$ cat config.mk
export PLATFORM = sky130hd
export DESIGN_NAME = reduceron_run_monitor
export DESIGN_NICKNAME = d
export VERILOG_FILES = /design/src/rtl/reduceron_pkg.sv /design/src/rtl/sat_counter.sv /design/src/rtl/reduceron_run_monitor.sv
export SDC_FILE = /design/constraint.sdc
export NUM_CORES = 1
export LEC_CHECK = 0
export BUFFER_PORTS_ARGS = -buffer_cell sky130_fd_sc_hd__buf_2
export CORE_AREA = 2 2 175 109
export CTS_CLUSTER_SIZE = 24
export DETAILED_ROUTE_END_ITERATION = 7
export DIE_AREA = 0 0 177 111
export PLACE_DENSITY_LB_ADDON = 0.25
export SLEW_MARGIN = 40
export SYNTH_ARGS = -nofsm -noshare
export SYNTH_HDL_FRONTEND = slang
export SYNTH_SLANG_ARGS = --single-unit
$ cat constraint.sdc
create_clock -name clock -period 6.3 [get_ports clock]
set_input_delay 0.945 -clock clock [delete_from_list [all_inputs] [get_ports clock]]
set_output_delay 0.945 -clock clock [all_outputs]
set_load 0.02 [all_outputs]
$ cat src/rtl/reduceron_pkg.sv
// Shared types for the Reduceron run monitor: default bus widths, FSM states
// and the record layout a host-side decoder sees at default widths.
package reduceron_pkg;

    localparam int RES_W_DEF   = 18;
    localparam int STATE_W_DEF = 7;
    localparam int HEAP_W_DEF  = 15;
    localparam int CYC_W_DEF   = 32;

    typedef enum logic [1:0] {
        ST_IDLE = 2'd0,
        ST_RUN  = 2'd1,
        ST_HOLD = 2'd2
    } run_state_e;

    typedef struct packed {
        logic [RES_W_DEF-1:0]   res;
        logic [STATE_W_DEF-1:0] st;
        logic [HEAP_W_DEF-1:0]  heap;
        logic [HEAP_W_DEF-1:0]  peak;
        logic [CYC_W_DEF-1:0]   cycles;
        logic                   timeout;
    } run_rec_t;

endpackage

$ cat src/rtl/sat_counter.sv
// Saturating up-counter with synchronous clear. inc_o is the value the
// counter would take on an enabled edge, so callers can capture it early.
module sat_counter #(
    parameter int W = 32
) (
    input  logic         clock_i,
    input  logic         reset_n_i,
    input  logic         clr_i,
    input  logic         en_i,
    output logic [W-1:0] count_o,
    output logic [W-1:0] inc_o
);

    logic [W-1:0] count_q;
    logic [W-1:0] count_d;

    assign inc_o   = (&count_q) ? count_q : count_q + 1'b1;
    assign count_o = count_q;

    always_comb begin
        count_d = count_q;
        if (clr_i) begin
            count_d = '0;
        end else if (en_i) begin
            count_d = inc_o;
        end
    end

    always_ff @(posedge clock_i) begin
        if (!reset_n_i) begin
            count_q <= '0;
        end else begin
            count_q <= count_d;
        end
    end

endmodule

$ cat src/rtl/reduceron_run_monitor.sv
// Watches a Reduceron run from start to finish (or watchdog expiry) and offers
// a result record on a registered valid/ready port.
module reduceron_run_monitor
    import reduceron_pkg::*;
#(
    parameter int          RES_W   = RES_W_DEF,
    parameter int          STATE_W = STATE_W_DEF,
    parameter int          HEAP_W  = HEAP_W_DEF,
    parameter int          CYC_W   = CYC_W_DEF,
    parameter int unsigned TIMEOUT = 2**24
) (
    input  logic               clock,
    input  logic               reset_n,
    input  logic               start,
    input  logic [RES_W-1:0]   res,
    input  logic [STATE_W-1:0] st,
    input  logic [HEAP_W-1:0]  heap,
    input  logic               finish,
    output logic               busy,
    output logic               rec_valid,
    input  logic               rec_ready,
    output logic [RES_W-1:0]   rec_res,
    output logic [STATE_W-1:0] rec_st,
    output logic [HEAP_W-1:0]  rec_heap,
    output logic [HEAP_W-1:0]  rec_peak,
    output logic [CYC_W-1:0]   rec_cycles,
    output logic               rec_timeout,
    output run_state_e         dbg_state
);

    // A limit the saturating counter can never reach is treated as disabled.
    localparam bit WD_EN = (TIMEOUT != 0) && ((64'(TIMEOUT) >> CYC_W) == 64'd0);
    localparam logic [CYC_W-1:0] TIMEOUT_C = CYC_W'(TIMEOUT);

    run_state_e        state_q;
    logic [HEAP_W-1:0] peak_q;
    logic [HEAP_W-1:0] peak_d;
    logic [CYC_W-1:0]  cnt_q;
    logic [CYC_W-1:0]  cnt_inc;
    logic              cnt_clr;
    logic              cnt_en;
    logic              wd_hit;

    assign cnt_clr = (state_q == ST_IDLE) && start;
    assign cnt_en  = (state_q == ST_RUN);
    assign peak_d  = (heap > peak_q) ? heap : peak_q;
    assign wd_hit  = WD_EN && (cnt_inc == TIMEOUT_C);

    sat_counter #(.W(CYC_W)) u_cycle_cnt (
        .clock_i   (clock),
        .reset_n_i (reset_n),
        .clr_i     (cnt_clr),
        .en_i      (cnt_en),
        .count_o   (cnt_q),
        .inc_o     (cnt_inc)
    );

    // Valid/ready: a record is offered with rec_valid=1 and every rec_* field
    // stable until an edge sees rec_valid & rec_ready; that edge retires it.
    always_ff @(posedge clock) begin
        if (!reset_n) begin
            state_q     <= ST_IDLE;
            peak_q      <= '0;
            busy        <= 1'b0;
            rec_valid   <= 1'b0;
            rec_res     <= '0;
            rec_st      <= '0;
            rec_heap    <= '0;
            rec_peak    <= '0;
            rec_cycles  <= '0;
            rec_timeout <= 1'b0;
        end else begin
            case (state_q)
                ST_IDLE: begin
                    if (start) begin
                        state_q <= ST_RUN;
                        peak_q  <= '0;
                        busy    <= 1'b1;
                    end
                end
                ST_RUN: begin
                    peak_q <= peak_d;
                    if (finish || wd_hit) begin
                        state_q     <= ST_HOLD;
                        busy        <= 1'b0;
                        rec_valid   <= 1'b1;
                        rec_res     <= res;
                        rec_st      <= st;
                        rec_heap    <= heap;
                        rec_peak    <= peak_d;
                        rec_cycles  <= cnt_inc;
                        rec_timeout <= !finish;
                    end
                end
                ST_HOLD: begin
                    if (rec_ready) begin
                        state_q   <= ST_IDLE;
                        rec_valid <= 1'b0;
                    end
                end
                default: state_q <= ST_IDLE;
            endcase
        end
    end

    assign dbg_state = state_q;

    logic unused_cnt;
    assign unused_cnt = ^cnt_q;

endmodule
After elaboration in Yosys (flattened, before gate mapping)
Cells that the tools add are included.
{"block": "totals", "reg_bits": 139, "input_bits": 45, "output_inout_bits": 92, "wordCells": 47}
{"block": "classes", "addsub": 1, "magnitude_cmp": 1, "eq_ne": 6, "n_mux": 14, "bitwise_logic": 1, "reduce_logical": 13}
{"cell": "adder 32 x 1 -> 32 bit, second input constant", "n": 1}
{"cell": "equality test 32 x 25 -> 1 bit, second input constant", "n": 1}
{"cell": "2-to-1 mux 32 bit", "n": 1}
{"cell": "AND reduction 32 bit", "n": 1}
{"cell": "2-to-1 mux 15 bit", "n": 2}
{"cell": "case mux 15 bit (2 select lines)", "n": 1}
{"cell": "> comparator 15 bit", "n": 1}
{"cell": "AND reduction 3 bit", "n": 3}
{"cell": "2-to-1 mux 2 bit", "n": 3}
{"cell": "case mux 2 bit (3 select lines)", "n": 1}
{"cell": "2-to-1 mux 1 bit", "n": 4}
{"cell": "!= test 2 bit, second input constant", "n": 2}
{"cell": "case mux 1 bit (2 select lines)", "n": 2}
{"cell": "AND reduction 2 bit", "n": 2}
{"cell": "nonzero test 2 bit", "n": 2}
{"cell": "equality test 2 x 1 -> 1 bit, second input constant", "n": 1}
{"cell": "equality test 2 bit, second input constant", "n": 1}
{"cell": "zero test 2 bit", "n": 1}
{"cell": "!= test 2 x 1 -> 1 bit, second input constant", "n": 1}
{"cell": "OR reduction 2 bit", "n": 1}
{"cell": "logical AND 1 bit", "n": 1}
{"cell": "zero test 1 bit", "n": 1}
{"cell": "logical OR 1 bit", "n": 1}
{"cell": "NOT 1 bit", "n": 1}

Longest topological paths before layout
Gate-level depths: netlist (run 1).
{"block": "logic_depth", "depth_word": 6, "depth_mapped": 14, "ltp_nobuf": 11}

Modules after synthesis
From an unflattened synthesis (run 1), not the netlist that was laid out.
{"block": "hier_totals", "cells_unflattened": 821, "area_unflattened_um2": 6849.1}
{"mod": "reduceron_run_monitor", "instances": 1, "cells_per_inst": 533, "area_each_um2": 4704.5, "seq_area_each_um2": 2142.1}
{"mod": "sat_counter", "instances": 1, "cells_per_inst": 288, "area_each_um2": 2144.6, "seq_area_each_um2": 640.6}

Worst setup path before layout (run 1)
No wires, ideal clock.
{"block": "synth_path", "path_kind": "reg-to-reg", "from": "register u_cycle_cnt.count_q[1] (netlist: u_cycle_cnt.count_o[1])", "to": "register rec_res[0]", "setup_time_ns": 0.132, "arrival_time_ns": 3.273, "required_time_ns": 6.168, "setup_slack_ns": 2.894, "stages_incl_launch_ff": 14, "path_buffers": 3, "period_less_slack_ns": 3.406, "cell_sequence": "dfxtp_1 > ha_1 > nand3_2 > buf_4 > nor3_4 > nand4_1 > or4b_1 > a2111oi_2 > nand4_1 > o31a_2 > buf_6 > buf_4 > o21ai_1 > a21oi_1"}
{"block": "synth_between", "elab_chain_len": 5, "word_cells_on_any_way": 6, "classes_between": "add/sub: 1; eq/ne: 1; mux: 1; reduce/logical: 3"}
{"element": "start: declaration", "line": "sat_counter.sv:14", "source": "logic [W-1:0] count_q;"}
{"element": "start signal: assignment", "line": "sat_counter.sv:33", "source": "count_q <= count_d;"}
{"element": "adder 32 x 1 -> 32 bit or AND reduction 32 bit (tied branches)", "line": "sat_counter.sv:17", "source": "assign inc_o = (&count_q) ? count_q : count_q + 1'b1;"}
{"element": "2-to-1 mux 32 bit *", "line": "sat_counter.sv:17"}
{"element": "equality test 32 x 25 -> 1 bit *", "line": "reduceron_run_monitor.sv:47", "source": "assign wd_hit = WD_EN && (cnt_inc == TIMEOUT_C);"}
{"element": "logical OR 1 bit *", "line": "reduceron_run_monitor.sv:83", "source": "if (finish || wd_hit) begin"}
{"element": "AND reduction 2 bit (no line) *"}
{"element": "end signal: assignment", "line": "reduceron_run_monitor.sv:87", "source": "rec_res <= res;"}
{"element": "end: declaration", "line": "reduceron_run_monitor.sv:22", "source": "output logic [RES_W-1:0] rec_res,"}
Mark *: on every way between the ends. The rest lies on a longest branch, timed or not.
A chain may end at the register's enable or synchronous reset.

Final worst setup path (run 1)
{"block": "layout_path", "from": "register u_cycle_cnt.count_q[0] (netlist: u_cycle_cnt.count_o[0])", "to": "register rec_cycles[6]"}
{"block": "layout_between", "elab_chain_len": 5, "word_cells_on_any_way": 6, "classes_between": "add/sub: 1; eq/ne: 1; mux: 1; reduce/logical: 3"}
{"element": "adder 32 x 1 -> 32 bit or AND reduction 32 bit (tied branches)", "line": "sat_counter.sv:17"}
{"element": "2-to-1 mux 32 bit *", "line": "sat_counter.sv:17"}
{"element": "equality test 32 x 25 -> 1 bit", "line": "reduceron_run_monitor.sv:47"}
{"element": "logical OR 1 bit", "line": "reduceron_run_monitor.sv:83"}
{"element": "AND reduction 2 bit (no line)"}
{"element": "end signal: assignment", "line": "reduceron_run_monitor.sv:91", "source": "rec_cycles <= cnt_inc;"}
{"element": "end: declaration", "line": "reduceron_run_monitor.sv:26", "source": "output logic [CYC_W-1:0] rec_cycles,"}
Marks and branches as above.

==> results of run 1 <==
==> registers in the layout (all words and copies together) (netlist names) <==
signal and cells:
rec_cycles 32, u_cycle_cnt.count_o 32, rec_res 18, peak_q 15
rec_heap 15, rec_peak 15, rec_st 7, dbg_state 2
busy 1, rec_timeout 1, rec_valid 1
==> logic make-up after synthesis <==
logic type      after synthesis
xor+xnor                     45
compound gates              256
fa+ha+maj                    16
mux                           5
flops                       139
buf+inv                     105
simple gates                285
==> power by group through the flow <==
stage | clock, mW | combinational (mW) | sequential [mW]
4_1_cts | 1.06 | 0.260 | 0.931
3_3_place_gp | 0 | 0.250 | 0.951
2_1_floorplan | 0 | 0.135 | 0.978
5_1_grt | 1.10 | 0.284 | 0.935
3_5_place_dp | 0 | 0.260 | 0.951
6_report | 1.04 | 0.261 | 0.931
==> stage by stage <==
stage / utilization, % / area, um2 / instances / hold WS [ps] / setup WS [ps]
after floorplan: - / 7090 / 851 / 449 / 2890
after global placement: 42.5 / 7780 / 1161 / 457 / 1530
after detailed placement: 42.9 / 7840 / 1164 / 464 / 1390
after CTS: 46.2 / 8450 / 1196 / 472 / 1360
after global routing: 46.2 / 8450 / 1196 / 496 / 906
final: 46.2 / 8450 / 1196 / 475 / 1250
==> layer usage <==
layer / global-route usage, % / vias up / share of wire, %
li1: - / 3272 / -
met1: 38.2 / 3242 / 51
met2: 28.4 / 350 / 37
met3: 7.06 / 17 / 11
met4: 4.13 / 0 / 0.74
met5: 0 / - / 0
==> layout by cell type (no fill, tap or decap), types with 6 or more instances in the layout <==
cell,instances
a22o_1,15
o21ai_0,51
o21a_1,11
or3_1,10
o211a_1,21
buf_4,12
nor3_1,30
inv_1,20
o2111ai_1,14
a211oi_1,10
xor2_1,19
xnor2_1,26
dfxtp_1,139
a21boi_0,7
nor2_1,49
a31o_2,6
ha_1,16
nand4_1,18
a21oi_1,76
nand2_1,64
buf_2,136
clkbuf_16,17
o21ai_1,17
nand3_1,71
==> path summary, 6_finish.rpt <==
| kind | from | to | slack, ps | depth (start not counted) |
|---|---|---|---|---|
| worst max register to register | u_cycle_cnt.count_o[0] | rec_cycles[6] | 1250 | 12 |
| worst min register to register | rec_st[6] | rec_st[6] | 480 | 2 |
| worst max-delay path | u_cycle_cnt.count_o[0] | rec_cycles[6] | 1250 | 12 |
| worst min-delay path | rec_st[6] | rec_st[6] | 480 | 2 |
==> critical path, stage by stage (launching register included) <==
cell       delay (ps)
dfxtp_1           520
ha_1              350
nand3_2           260
nor4_2            760
o21ai_0           410
o32a_1            290
a2111oi_2         470
nand4_1           280
o31a_2            370
buf_4             310
nor2_2            370
buf_4             350
a311oi_1          130
==> cell type report <==
cell class | instances | area, um2 | area share, %
inverters | 21 | 78.8 | 0.933
repair buffers | 151 | 825 | 9.75
well taps | 246 | 308 | 3.64
clock inverters | 15 | 180 | 2.13
multi-input cells | 607 | 3850 | 45.6
flip-flops and latches | 139 | 2780 | 32.9
clock buffers | 17 | 425 | 5.03
==> run summary, run 1 <==
CTS tree: yes
Layout net count: 998
# resized after CTS: 0
Max cap viols: 0
Total wire length: 22.8 mm
Post-synthesis net count: 912
Sequential share of the synthesized area: 39.2%
Root buffer cell: clkbuf_16
Synth Flop Type: dfxtp_1
Measured slew at the worst slew-check pin: 774 ps
Routed vias: 6881
Gpl congestion: 1.01
Antenna Violating Nets Remaining: 0
Die span in y: 111 um
Adder-cell share of the synthesized area: 2.82%
Total track usage: 23.2%
Share of the synthesized area in the top cell type: 39.2%
Antenna diodes: 0
DRC violations left: 0
Reg clk slew, reported paths: 70 ps
Post-Synth Simple-Gate Area: 20.7%
Setup CP Type: register to register
Number of I/O port buffers: 136
Top post-synthesis cells by count: 139 x dfxtp_1, 76 x a21oi_1, 71 x nand3_1
Die Area: 19600 um2
Number of synthesized flops with an enable pin: 0
Max Slew Vio Count: 0
Area growth, synth to finish: 19.2%
Largest family of logic cells by synthesized area: compound AO/OA/AOI/OAI gates
Max frequency: 0.198 GHz
I/O pin cnt: 137
FF+latch count, synth: 139
Crit end category: register
Max Buffers Root-to-Sink: 2
Synth Area in Compound Gates: 24.1%
Worst-Skew Late Latency: 420 ps
Syn Inst Count: 851
CTS Sinks: 139
Internal power: 1.59 mW
Period Utilization, post-route: 80.1%
Psw: 0.638 mW
Lkg Pwr: 3.38 nW
VDD IR max: 0.164 mV
Combinational share of power: 11.7%
Final Skew: 9.98 ps
Post-synthesis xor/xnor area fraction: 5.56%
Async set-or-reset flop fraction in the synthesized netlist: 0%
Initial antenna violation count: 0
Largest net degree at the start of global routing: 65
TNS Setup: 0 ps
Status: completed
Post-synth cell types: 65
Synthesized area: 7090 um2
Initial cell density of the core: 38.7%
Syn Area/Cell: 8.33 um2
Required @ worst endpoint: 6570 ps
Share of cells above drive strength 1: 22.5%
Pre-antenna DRT Iters: 6
Core Region: 18300 um2
Crit-path max FO: 59
Starting DRT DRC Count: 796
DR WL/cell: 19.1 um
Top cells by area, synth: dfxtp_1 39%, a21oi_1 5.4%, nand3_1 5.0%
Ys Warns: 0
Crit start category: register
Post-CTS Setup Bufs: 0
Vias in the first global route: 6131
CTS buffer count: 17
Clock share of power: 46.6%
Pwr Density: 264 nW/um2
H-tree lvl count: 4
Switching Share: 28.6%
Global-route wire length before repair: 35.9 mm
Dominant cell type by area after synthesis: dfxtp_1
Mux cell area share after synthesis: 0.723%
Minimum clock period: 5050 ps
Post-DP HPWL: 16.0 mm
Hold-fix buffers at CTS: 0
Std cell rows: 39
Worst hold path type: register to register
Grt ovf: 0
RSZ-0062 raised after global routing: false
Arrival time worst endpoint: 5310 ps
Setup-failing EPs final: 0
Horiz. Die Dim: 177 um
Relative slew margins: 48.0%
Layout fillers: 1843
Top-count cell post-synth: dfxtp_1
Final hold violation count: 0
Overall Power: 2.23 mW
Flop pwr share: 41.7%
Vias/cell: 5.75
Note: power is estimated with default switching activity, not from simulation.
==> run 2: changes to the inputs <==
Clock period 6.3 ns to 4.23 ns, I/O delays scaled along.
==> run summary, run 2 (synthesized netlist as in run 1, its figures left out) <==
Horiz. Die Dim: 177 um (unchanged)
Antenna Violating Nets Remaining: 0 (unchanged)
Root buffer cell: clkbuf_16
Routed vias: 6888 (+0.10%)
Antenna diodes: 0 (unchanged)
Crit start category: register
Std cell rows: 39 (unchanged)
Largest delay share family, worst path: simple AND/OR/NAND/NOR gates
Layout fillers: 1786 (-3.1%)
Post-DP HPWL: 16.2 mm (+1.2%)
R2R setup slack: 330 ps (-920 ps)
Buf+Inv Stages, Crit Path: 1 (-1)
Final Worst Setup Slack: 335 ps (-918 ps)
Initial antenna violation count: 0 (unchanged)
Hold_ws: 461 ps (-14.0 ps)
Reg clk slew, reported paths: 60 ps (about the same)
# resized after CTS: 0 (unchanged)
Vias in the first global route: 6145 (+0.23%)
Post-layout util: 47.1% (+0.94 points)
Initial cell density of the core: 38.7% (unchanged)
Period Utilization, post-route: 92.1% (+12 points)
Area growth, synth to finish: 21.7%
Max cap viols: 0 (unchanged)
Crit-path max FO: 10 (-83%)
Commonest cells after routing, fill and taps aside: 139 x dfxtp_1, 136 x buf_2, 76 x a21oi_1, 71 x nand3_1, 64 x nand2_1
Share of cells above drive strength 1: 24.2% (+1.7 points)
Worst-Skew Late Latency: 420 ps (about the same)
Multi-input logic area: 3840 um2 (-0.36%)
Die Area: 19600 um2 (unchanged)
DP Cell Count: 1186 (+1.9%)
Gpl congestion: 0.989 (-1.9%)
Reg area: 2780 um2 (unchanged)
Crit end category: register
Reg2Reg Depth: 11 (-1)
Pwr Density: 381 nW/um2 (+44%)
Max Buffers Root-to-Sink: 2 (unchanged)
Total track usage: 23.5% (+0.30 points)
Lkg Pwr: 3.50 nW (+3.4%)
Final Skew: 13.1 ps (+3.12 ps)
Vias/cell: 5.66 (-1.7%)
Max frequency: 0.257 GHz (+30%)
Required @ worst endpoint: 4540 ps (-2030 ps)
Relative slew margins: 51.7% (+3.8 points)
Starting DRT DRC Count: 861 (+8.2%)
Grt ovf: 0 (unchanged)
Commonest non-fill, non-tap cell in the layout: dfxtp_1
Measured slew at the worst slew-check pin: 723 ps (-50.9 ps)
Largest net degree at the start of global routing: 65 (unchanged)
Worst hold path type: input port to register
Hold path startpoint: res[15]
DR WL/cell: 18.7 um (-2.1%)
Layout net count: 1021 (+2.3%)
CP cell instances: ha_1 > nand3_2 > or4_4 > o31ai_4 > nor2_1 > xnor2_1 > nand4_1 > o31ai_4 > buf_12 > nand2_1 > a31o_2
Final hold violation count: 0 (unchanged)
Max Slew Vio Count: 0 (unchanged)
Total wire length: 22.7 mm (-0.34%)
DRC violations left: 0 (unchanged)
Post-CTS Setup Bufs: 0 (unchanged)
CTS tree: yes
RR Endpoint: rec_cycles[18]
CTS Sinks: 139 (unchanged)
Global-route wire length before repair: 36.2 mm (+0.69%)
Setup-failing EPs final: 0 (unchanged)
RSZ-0062 raised after global routing: false
CTS buffer count: 17 (unchanged)
Pre-antenna DRT Iters: 7 (+1)
Critical Path Max Stage Delay: 610 ps (-150 ps)
Die span in y: 111 um (unchanged)
Hold Crit Depth: 3 (+1)
Crit-path slowest cell: or4_4
Number of I/O port buffers: 136 (unchanged)
Fin cells: 1218 (+1.8%)
Pre-CTS setup slack: 479 ps (-914 ps)
Hold-fix buffers at CTS: 0 (unchanged)
Worst Hold End: rec_res[15]
H-tree lvl count: 4 (unchanged)
Status: completed
Final instance area: 8630 um2 (+2.0%)
Setup CP Type: register to register
Arrival time worst endpoint: 4200 ps (-1110 ps)
I/O pin cnt: 137 (unchanged)
Placed inst area: 8020 um2 (+2.2%)
TNS Setup: 0 ps (unchanged)
Core Region: 18300 um2 (unchanged)
Minimum clock period: 3900 ps (-1150 ps)
CP most frequent cell: o31ai_4
Crit Reg-Reg Startpoint: u_cycle_cnt.count_o[0]
Overall Power: 3.28 mW (+47%)
VDD IR max: 0.251 mV (+53%)
[run 2: cell count changes in the layout (fill, tap and decap cells not counted), moves of 2 or more]
cell,previous run,this run
buf_12,0,4
buf_4,12,33
clkbuf_8,0,2
inv_8,4,0
[run 2: final cells by class]
class / count / share of cell area, %
Tap cell: 246 / 3.57
Sequential cell: 139 / 32.3
Clock buffer: 19 / 5.25
Inverter: 21 / 0.914
Clock inverter: 12 / 1.62
Multi-Input combinational cell: 607 / 44.5
Timing Repair Buffer: 174 / 11.9
[run 2: routing by layer]
layer / GRT usage [%] / up-vias / wire, um
li1: - / 3319 / -
met1: 38.9 / 3205 / 11600
met2: 28.7 / 346 / 8480
met3: 6.79 / 18 / 2450
met4: 4.35 / 0 / 167
met5: 0 / - / 0
[run 2: worst max-delay path by stage]
stage | startpoint | endpoint | cells after the start
detailed placement | u_cycle_cnt.count_o[0] | rec_cycles[16] | 11
floorplan | u_cycle_cnt.count_o[1] | rec_res[0] | 13
global placement | u_cycle_cnt.count_o[0] | rec_cycles[30] | 11
global route | u_cycle_cnt.count_o[1] | rec_heap[11] | 12
CTS | u_cycle_cnt.count_o[0] | rec_cycles[18] | 11
finish | u_cycle_cnt.count_o[0] | rec_cycles[18] | 11
[run 2: power breakdown]
group | switching, mW | internal (mW) | total (mW)
clock | 0.601 | 0.902 | 1.50
sequential | 0.0291 | 1.36 | 1.39
combinational | 0.264 | 0.132 | 0.396
[run 2: worst reg2reg max path: stages, from the launching register on]
cell	delay (ps)
dfxtp_1	330
ha_1	270
nand3_2	160
or4_4	610
o31ai_4	420
nor2_1	110
xnor2_1	470
nand4_1	310
o31ai_4	430
buf_12	190
nand2_1	170
a31o_2	310
